`src/rtl/sc_bus_reader.sv`:
```
// sc_bus_reader: 2**DEPTH_LOG2-deep registered bus buffer between a valid/ready producer and consumer.
//   SC_BUS_READER_CLOCK_50       clock; all state changes on its rising edge
//   SC_BUS_READER_RESET_InLow    asynchronous active-low reset
//   SC_BUS_READER_DataBUS_In     producer word
//   SC_BUS_READER_Valid_In       producer word valid
//   SC_BUS_READER_Ready_Out      buffer not full
//   SC_BUS_READER_DataBUS_Out    head word, zero when empty
//   SC_BUS_READER_Valid_Out      buffer not empty
//   SC_BUS_READER_Ready_In       consumer takes head word
//   SC_BUS_READER_Count_Out      stored words, 0..DEPTH
//   SC_BUS_READER_Overflow_Out   sticky: word offered while full
module sc_bus_reader #(
  parameter int DATAWIDTH_BUS = 32,
  parameter int DEPTH_LOG2    = 2
) (
  input  logic                     SC_BUS_READER_CLOCK_50,
  input  logic                     SC_BUS_READER_RESET_InLow,
  input  logic [DATAWIDTH_BUS-1:0] SC_BUS_READER_DataBUS_In,
  input  logic                     SC_BUS_READER_Valid_In,
  output logic                     SC_BUS_READER_Ready_Out,
  output logic [DATAWIDTH_BUS-1:0] SC_BUS_READER_DataBUS_Out,
  output logic                     SC_BUS_READER_Valid_Out,
  input  logic                     SC_BUS_READER_Ready_In,
  output logic [DEPTH_LOG2:0]      SC_BUS_READER_Count_Out,
  output logic                     SC_BUS_READER_Overflow_Out
);
  localparam int DEPTH = 1 << DEPTH_LOG2;
  localparam logic [DEPTH_LOG2:0] FULL = (DEPTH_LOG2 + 1)'(DEPTH);
  localparam logic [DEPTH_LOG2:0] CONE = 1;
  localparam logic [DEPTH_LOG2-1:0] PONE = 1;
  logic [DATAWIDTH_BUS-1:0] mem_q [DEPTH];
  logic [DEPTH_LOG2-1:0] wr_ptr_q, wr_ptr_d, rd_ptr_q, rd_ptr_d;
  logic [DEPTH_LOG2:0] count_q, count_d;
  logic ovf_q, ovf_d, wr, rd;
  // Reset gates Ready_Out so it reads 0 while held, yet is 1 before the first edge after release.
  assign SC_BUS_READER_Ready_Out    = SC_BUS_READER_RESET_InLow && (count_q != FULL);
  assign SC_BUS_READER_Valid_Out    = count_q != '0;
  assign SC_BUS_READER_DataBUS_Out  = SC_BUS_READER_Valid_Out ? mem_q[rd_ptr_q] : '0;
  assign SC_BUS_READER_Count_Out    = count_q;
  assign SC_BUS_READER_Overflow_Out = ovf_q;
  always_comb begin
    wr       = SC_BUS_READER_Valid_In && SC_BUS_READER_Ready_Out;
    rd       = SC_BUS_READER_Valid_Out && SC_BUS_READER_Ready_In;
    wr_ptr_d = wr ? wr_ptr_q + PONE : wr_ptr_q;
    rd_ptr_d = rd ? rd_ptr_q + PONE : rd_ptr_q;
    count_d  = (wr && !rd) ? count_q + CONE : (rd && !wr) ? count_q - CONE : count_q;
    ovf_d    = ovf_q || (SC_BUS_READER_Valid_In && !SC_BUS_READER_Ready_Out);
  end
  always_ff @(posedge SC_BUS_READER_CLOCK_50 or negedge SC_BUS_READER_RESET_InLow) begin
    if (!SC_BUS_READER_RESET_InLow) begin
      wr_ptr_q <= '0;
      rd_ptr_q <= '0;
      count_q  <= '0;
      ovf_q    <= 1'b0;
      for (int i = 0; i < DEPTH; i++) mem_q[i] <= '0;
    end else begin
      wr_ptr_q <= wr_ptr_d;
      rd_ptr_q <= rd_ptr_d;
      count_q  <= count_d;
      ovf_q    <= ovf_d;
      if (wr) mem_q[wr_ptr_q] <= SC_BUS_READER_DataBUS_In;
    end
  end
endmodule

```
`config.mk`:
```
export PLATFORM = sky130hd
export DESIGN_NAME = sc_bus_reader
export DESIGN_NICKNAME = d
export VERILOG_FILES = /design/src/rtl/sc_bus_reader.sv
export SDC_FILE = /design/constraint.sdc
export NUM_CORES = 1
export LEC_CHECK = 0
export CAP_MARGIN = 20
export CORE_MARGIN = 4
export CORE_UTILIZATION = 25
export DETAILED_ROUTE_END_ITERATION = 8
export PLACE_DENSITY = 0.48
export SETUP_SLACK_MARGIN = 0.3
export SLEW_MARGIN = 20
export SYNTH_ARGS = -nofsm -noshare
export SYNTH_HDL_FRONTEND = slang
export SYNTH_SLANG_ARGS = --single-unit
```
`constraint.sdc`:
```
create_clock -name SC_BUS_READER_CLOCK_50 -period 4.1 [get_ports SC_BUS_READER_CLOCK_50]
set_input_delay 0.615 -clock SC_BUS_READER_CLOCK_50 [delete_from_list [all_inputs] [get_ports SC_BUS_READER_CLOCK_50]]
set_output_delay 0.615 -clock SC_BUS_READER_CLOCK_50 [all_outputs]
set_load 0.01 [all_outputs]
```
==> Yosys cells after proc, flatten, opt, wreduce, memory -nomap -nowiden <==
Cells that the tools add are included.
{ "totals": {"regBits": 136, "inputBits": 36, "out_inout_bits": 38, "elab_cells": 40} }
{ "classes": {"add_sub_neg": 4, "magnitude_cmp": 3, "n_eq_ne": 1, "mux": 9, "bitwise": 2, "n_reduce_logical": 13} }
{ "ops": {"columns": ["operator", "n"], "rows": [
  ["$bwmux W128", 1],
  ["$mux W32", 4],
  ["$bmux W32 S2", 1],
  ["$demux W32 S2", 1],
  ["$logic_and A1 B1 Y1", 7],
  ["$ge A3 B3 Y1 const B", 2],
  ["$mux W3", 2],
  ["$not A2 Y3", 2],
  ["$add A2 B1 Y2 const B", 2],
  ["$add A3 B1 Y3 const B", 1],
  ["$logic_not A1 Y1", 3],
  ["$lt A3 B1 Y1 const B", 1],
  ["$ne A3 B3 Y1 const B", 1],
  ["$reduce_bool A3 Y1", 1],
  ["$sub A3 B1 Y3 const B", 1],
  ["$reduce_bool A2 Y1", 1],
  ["$logic_or A1 B1 Y1", 1]
]} }

==> Depth between registers and ports, before layout <==
{ "depth": {"depth_word": 7, "ltp_mapped": 9, "mapped_depth_nobuf": 8} }

==> Worst setup path before layout <==
OpenSTA, ideal clock, no wires.
{ "synth_timing": {"path_kind": "reg-to-reg", "from": "register count_q[1], in the netlist SC_BUS_READER_Count_Out[1]", "to": "register count_q[2], in the netlist SC_BUS_READER_Count_Out[2]", "setup_time_ns": 0.079, "arrival_ns": 2.061, "required_time_ns": 4.021, "setup_slack_ns": 1.960, "stages_incl_launch_ff": 10, "path_buffers": 1, "period_less_slack_ns": 2.140, "cell_sequence": "dfrtp_1 -> or3_1 -> clkbuf_1 -> nand2_1 -> ha_1 -> inv_1 -> fa_1 -> xor2_1 -> nor2_1 -> xor2_1"} }
{ "synth_between": {"elab_chain_len": 6, "word_cells_on_any_way": 14, "cone_classes": "2 x add/sub; 1 x eq/ne; 2 x mux; 9 x reduce/logical"} }
{ "synth_rtl": {"columns": ["item", "line_no", "rtl"], "rows": [
  ["start, declared", "33", "logic [DEPTH_LOG2:0] count_q, count_d;"],
  ["start signal, assigned", "59", "count_q <= count_d;"],
  ["parallel branches: the longest is 6 deep, another holds $sub A3 B1 Y3", null, null]
]} }
Several ways; the timed one is not identified. The select of a mux whose other input is x is not followed.
A chain may end at the register's enable or synchronous reset.

==> Final worst setup path <==
{ "layout_timing": {"from": "register rd_ptr_q[0]", "to": "output SC_BUS_READER_DataBUS_Out[8]"} }
{ "layout_between": {"elab_chain_len": 5} }
{ "layout_rtl": {"columns": ["item", "line_no", "rtl"], "rows": [
  ["start, declared", "32", "logic [DEPTH_LOG2-1:0] wr_ptr_q, wr_ptr_d, rd_ptr_q, rd_ptr_d;"],
  ["start signal, assigned", "58", "rd_ptr_q <= rd_ptr_d;"],
  ["$not A2 Y3 (implied by the code)", "38", "assign SC_BUS_READER_DataBUS_Out = SC_BUS_READER_Valid_Out ? mem_q[rd_ptr_q] : '0;"],
  ["$bmux W32 S2", "38", null],
  ["$mux W32 (implied by the code) (2 in series)", "38", null],
  ["$mux W32", "38", null],
  ["end, declared", "21", "output logic [DATAWIDTH_BUS-1:0] SC_BUS_READER_DataBUS_Out,"]
]} }
Every way passes these cells. The select of a mux whose other input is x is not followed.

==> impl_metrics.toml <==
[floorplan]
die_w_um = 166
initial_core_util_pct = 25.5
die_area_um2 = 27600
core_um2 = 24500
io_pins = 74
die_h_um = 166
num_rows = 57

[timing]
min_period_ps = 3190
slew_headroom_pct = 32.6
worst_pin_slew_ps = 1010
post-route-period-util_pct = 77.8
setup_tns_ps = 0
hold_violations = 0
worst_slack_ps = 910
drv_slew = 0
finClkSkew_ps = 11.3
setup_violations = 0
rsz0062_at_grt = "no"
fmax_mhz = 314

[clock_tree]
clkLatencyLatePin_ps = 410
post_cts_buffers = 0
clockBufferDepth = 2
path_clk_slew_ps = 60
cts_tree = "built"
numCtsBuffers = 17
htree_levels = 4
cts.sinks = 136
root_buffer = "clkbuf_16"
holdBufCountCts = 0
ctsResizeCount = 0

[yosys]
syn_inst = 383
synth_cell_types = 21
ys.flop_type = "dfrtp_1"
yosysMostFrequentCell = "dfrtp_1"
synth_top_cell_area_share_pct = 54.5
async_flop_share_pct = 100
synth_seq_cells = 136
ys_top_cells_by_count = "136 x dfrtp_1, 130 x mux2_2, 32 x and2_1, 32 x mux4_2, 12 x buf_6"
netlist_area_um2 = 6240
synth_edf_count = 0
yosysTopAreaCell = "dfrtp_1"
syn_nets = 425
synthTopCellsByArea = "dfrtp_1 55%, mux2_2 23%, mux4_2 12%, and2_1 3.2%, buf_6 2.2%"
synth.avg_cell_area_um2 = 16.3
seq_area_frac_synth_pct = 54.5
ys_warn_count = 0

[placement]
dpl_cell_area_um2 = 7320
place.gp.congestion = 0.652
io_buffers = 73
placed_cells = 768
hpwlAfterDp_mm = 8.86
pre_cts_ws_ps = 1230

[cells_and_area]
fillers = 2350
drive_above_1_share_pct = 44.7
final_area_um2 = 7890
nNetsFinal = 505
area_growth_pct = 26.3
final_cells = 798
diodes = 0

[pwr]
p_sw_mw = 2.04
seqPwrFrac_pct = 35.9
leakagePower_nw = 3.16
p_clk_share_pct = 21.5
p_int_mw = 4.83
power_frac_comb_pct = 42.5
cellPowerDensity_nw_per_um2 = 871
irDropWorstVdd_uv = 311
switching_share_pct = 29.6

[worst_hold_path]
hp-class = "primary input to async pin"

[drt]
routed_via_density = 4.37
detail-route-antenna-nets = 0
drc = 0
drt_iter0_drc = 142
drt_first_pass_iters = 4
wirelength_mm = 14.6
routedWlPerCell_um = 18.2
routed-via-count = 3489

[global_route]
antenna_found_initial = 0
grt_overflow = 0
grt_usage_pct = 11.1
grt_pass1_wl_mm = 23.9
grt_pass1_vias = 4114
grt_max_degree = 71

[setup_path]
end_kind = "output pin"
cp.arrival_ps = 2570
criticalPathCategory = "flip-flop to output pin"
required_ps = 3480
cp_max_fo = 23
start_kind = "flip-flop"

[flow_run]
cap_violations = 0

[outcome]
status = "completed"
==> area by class of cell <==
class | count | area, um2 | area share [%]
Sequential cell | 136 | 3410 | 43.2
Multi-Input combinational cell | 219 | 2660 | 33.7
Timing Repair Buffer | 85 | 835 | 10.6
Clock buffer | 19 | 443 | 5.62
Tap cell | 324 | 405 | 5.14
Clock inverter | 11 | 126 | 1.60
Inverter | 4 | 15.0 | 0.190
==> state kept, by name, indices dropped and copies added, names as in the netlist <==
name                        cells
SC_BUS_READER_Count_Out         3
SC_BUS_READER_Overflow_Out      1
mem_q                         128
rd_ptr_q                        2
wr_ptr_q                        2
==> layout by cell type (no fill, tap or decap), types with 4 or more instances in the layout <==
| cell | instances |
|---|---|
| dfrtp_1 | 134 |
| inv_1 | 4 |
| and2_1 | 32 |
| clkdlybuf4s50_1 | 72 |
| clkinvlp_4 | 4 |
| xnor2_1 | 4 |
| mux2_2 | 130 |
| mux4_2 | 32 |
| buf_4 | 11 |
| ha_1 | 5 |
| nor3b_4 | 5 |
| clkbuf_16 | 17 |
==> worst max-delay path, cell delays in order, from the launching register on <==
cell,delay [ps]
dfrtp_2,640
buf_12,300
mux4_2,540
and2_1,200
clkdlybuf4s50_1,480
==> power groups by stage <==
stage	combinational (mW)	sequential, mW	clock (mW)
2_1_floorplan	1.97	2.27	0
3_3_place_gp	2.94	2.46	0
3_5_place_dp	2.99	2.51	0
4_1_cts	3.00	2.49	1.53
5_1_grt	3.18	2.57	1.59
6_report	2.92	2.47	1.48
==> final timing paths <==
path	slack [ps]	cells after the start	end	from
hold reg to reg	500	1	mem_q[36]$_DFFE_PN0P_	mem_q[36]$_DFFE_PN0P_
max in group asynchronous	2230	3	mem_q[56]$_DFFE_PN0P_	SC_BUS_READER_RESET_InLow
setup reg to reg	1640	9	SC_BUS_READER_Count_Out[2]$_DFFE_PN0P_	SC_BUS_READER_Count_Out[1]$_DFFE_PN0P_
min in group SC_BUS_READER_CLOCK_50	500	1	mem_q[36]$_DFFE_PN0P_	mem_q[36]$_DFFE_PN0P_
hold / removal	380	2	SC_BUS_READER_Overflow_Out$_DFF_PN0_	SC_BUS_READER_RESET_InLow
setup / recovery	910	4	SC_BUS_READER_DataBUS_Out[8]	rd_ptr_q[0]$_DFFE_PN0P_
==> per-layer routing <==
metal | vias to the layer above | global-route usage [%] | wire length [um]
met5 | - | 0 | 0
li1 | 1549 | - | -
met3 | 11 | 2.88 | 482
met1 | 1867 | 14.3 | 6640
met4 | 0 | 3.44 | 172
met2 | 62 | 18.5 | 7250
==> logic make-up after synthesis <==
group,after synthesis,synth area share [%]
AOI/OAI and AO/OA,1,0.120
xor gates and xnor gates,6,0.842
adders and majority gates,6,1.32
buffers and inverters,28,3.35
DFF,136,54.5
muxes,162,35.0
and+or+nand+nor,44,4.87
==> through the flow <==
stage | power (mW) | hold slack (ps) | utilization (%)
final | 6.87 | 379 | 32.2
after global placement | 5.39 | 465 | 29.9
after floorplan | 4.24 | 319 | -
after detailed placement | 5.49 | 490 | 29.9
after global routing | 7.35 | 454 | 32.2
after CTS | 7.02 | 419 | 32.2
Power figures use the tool's default switching activity.
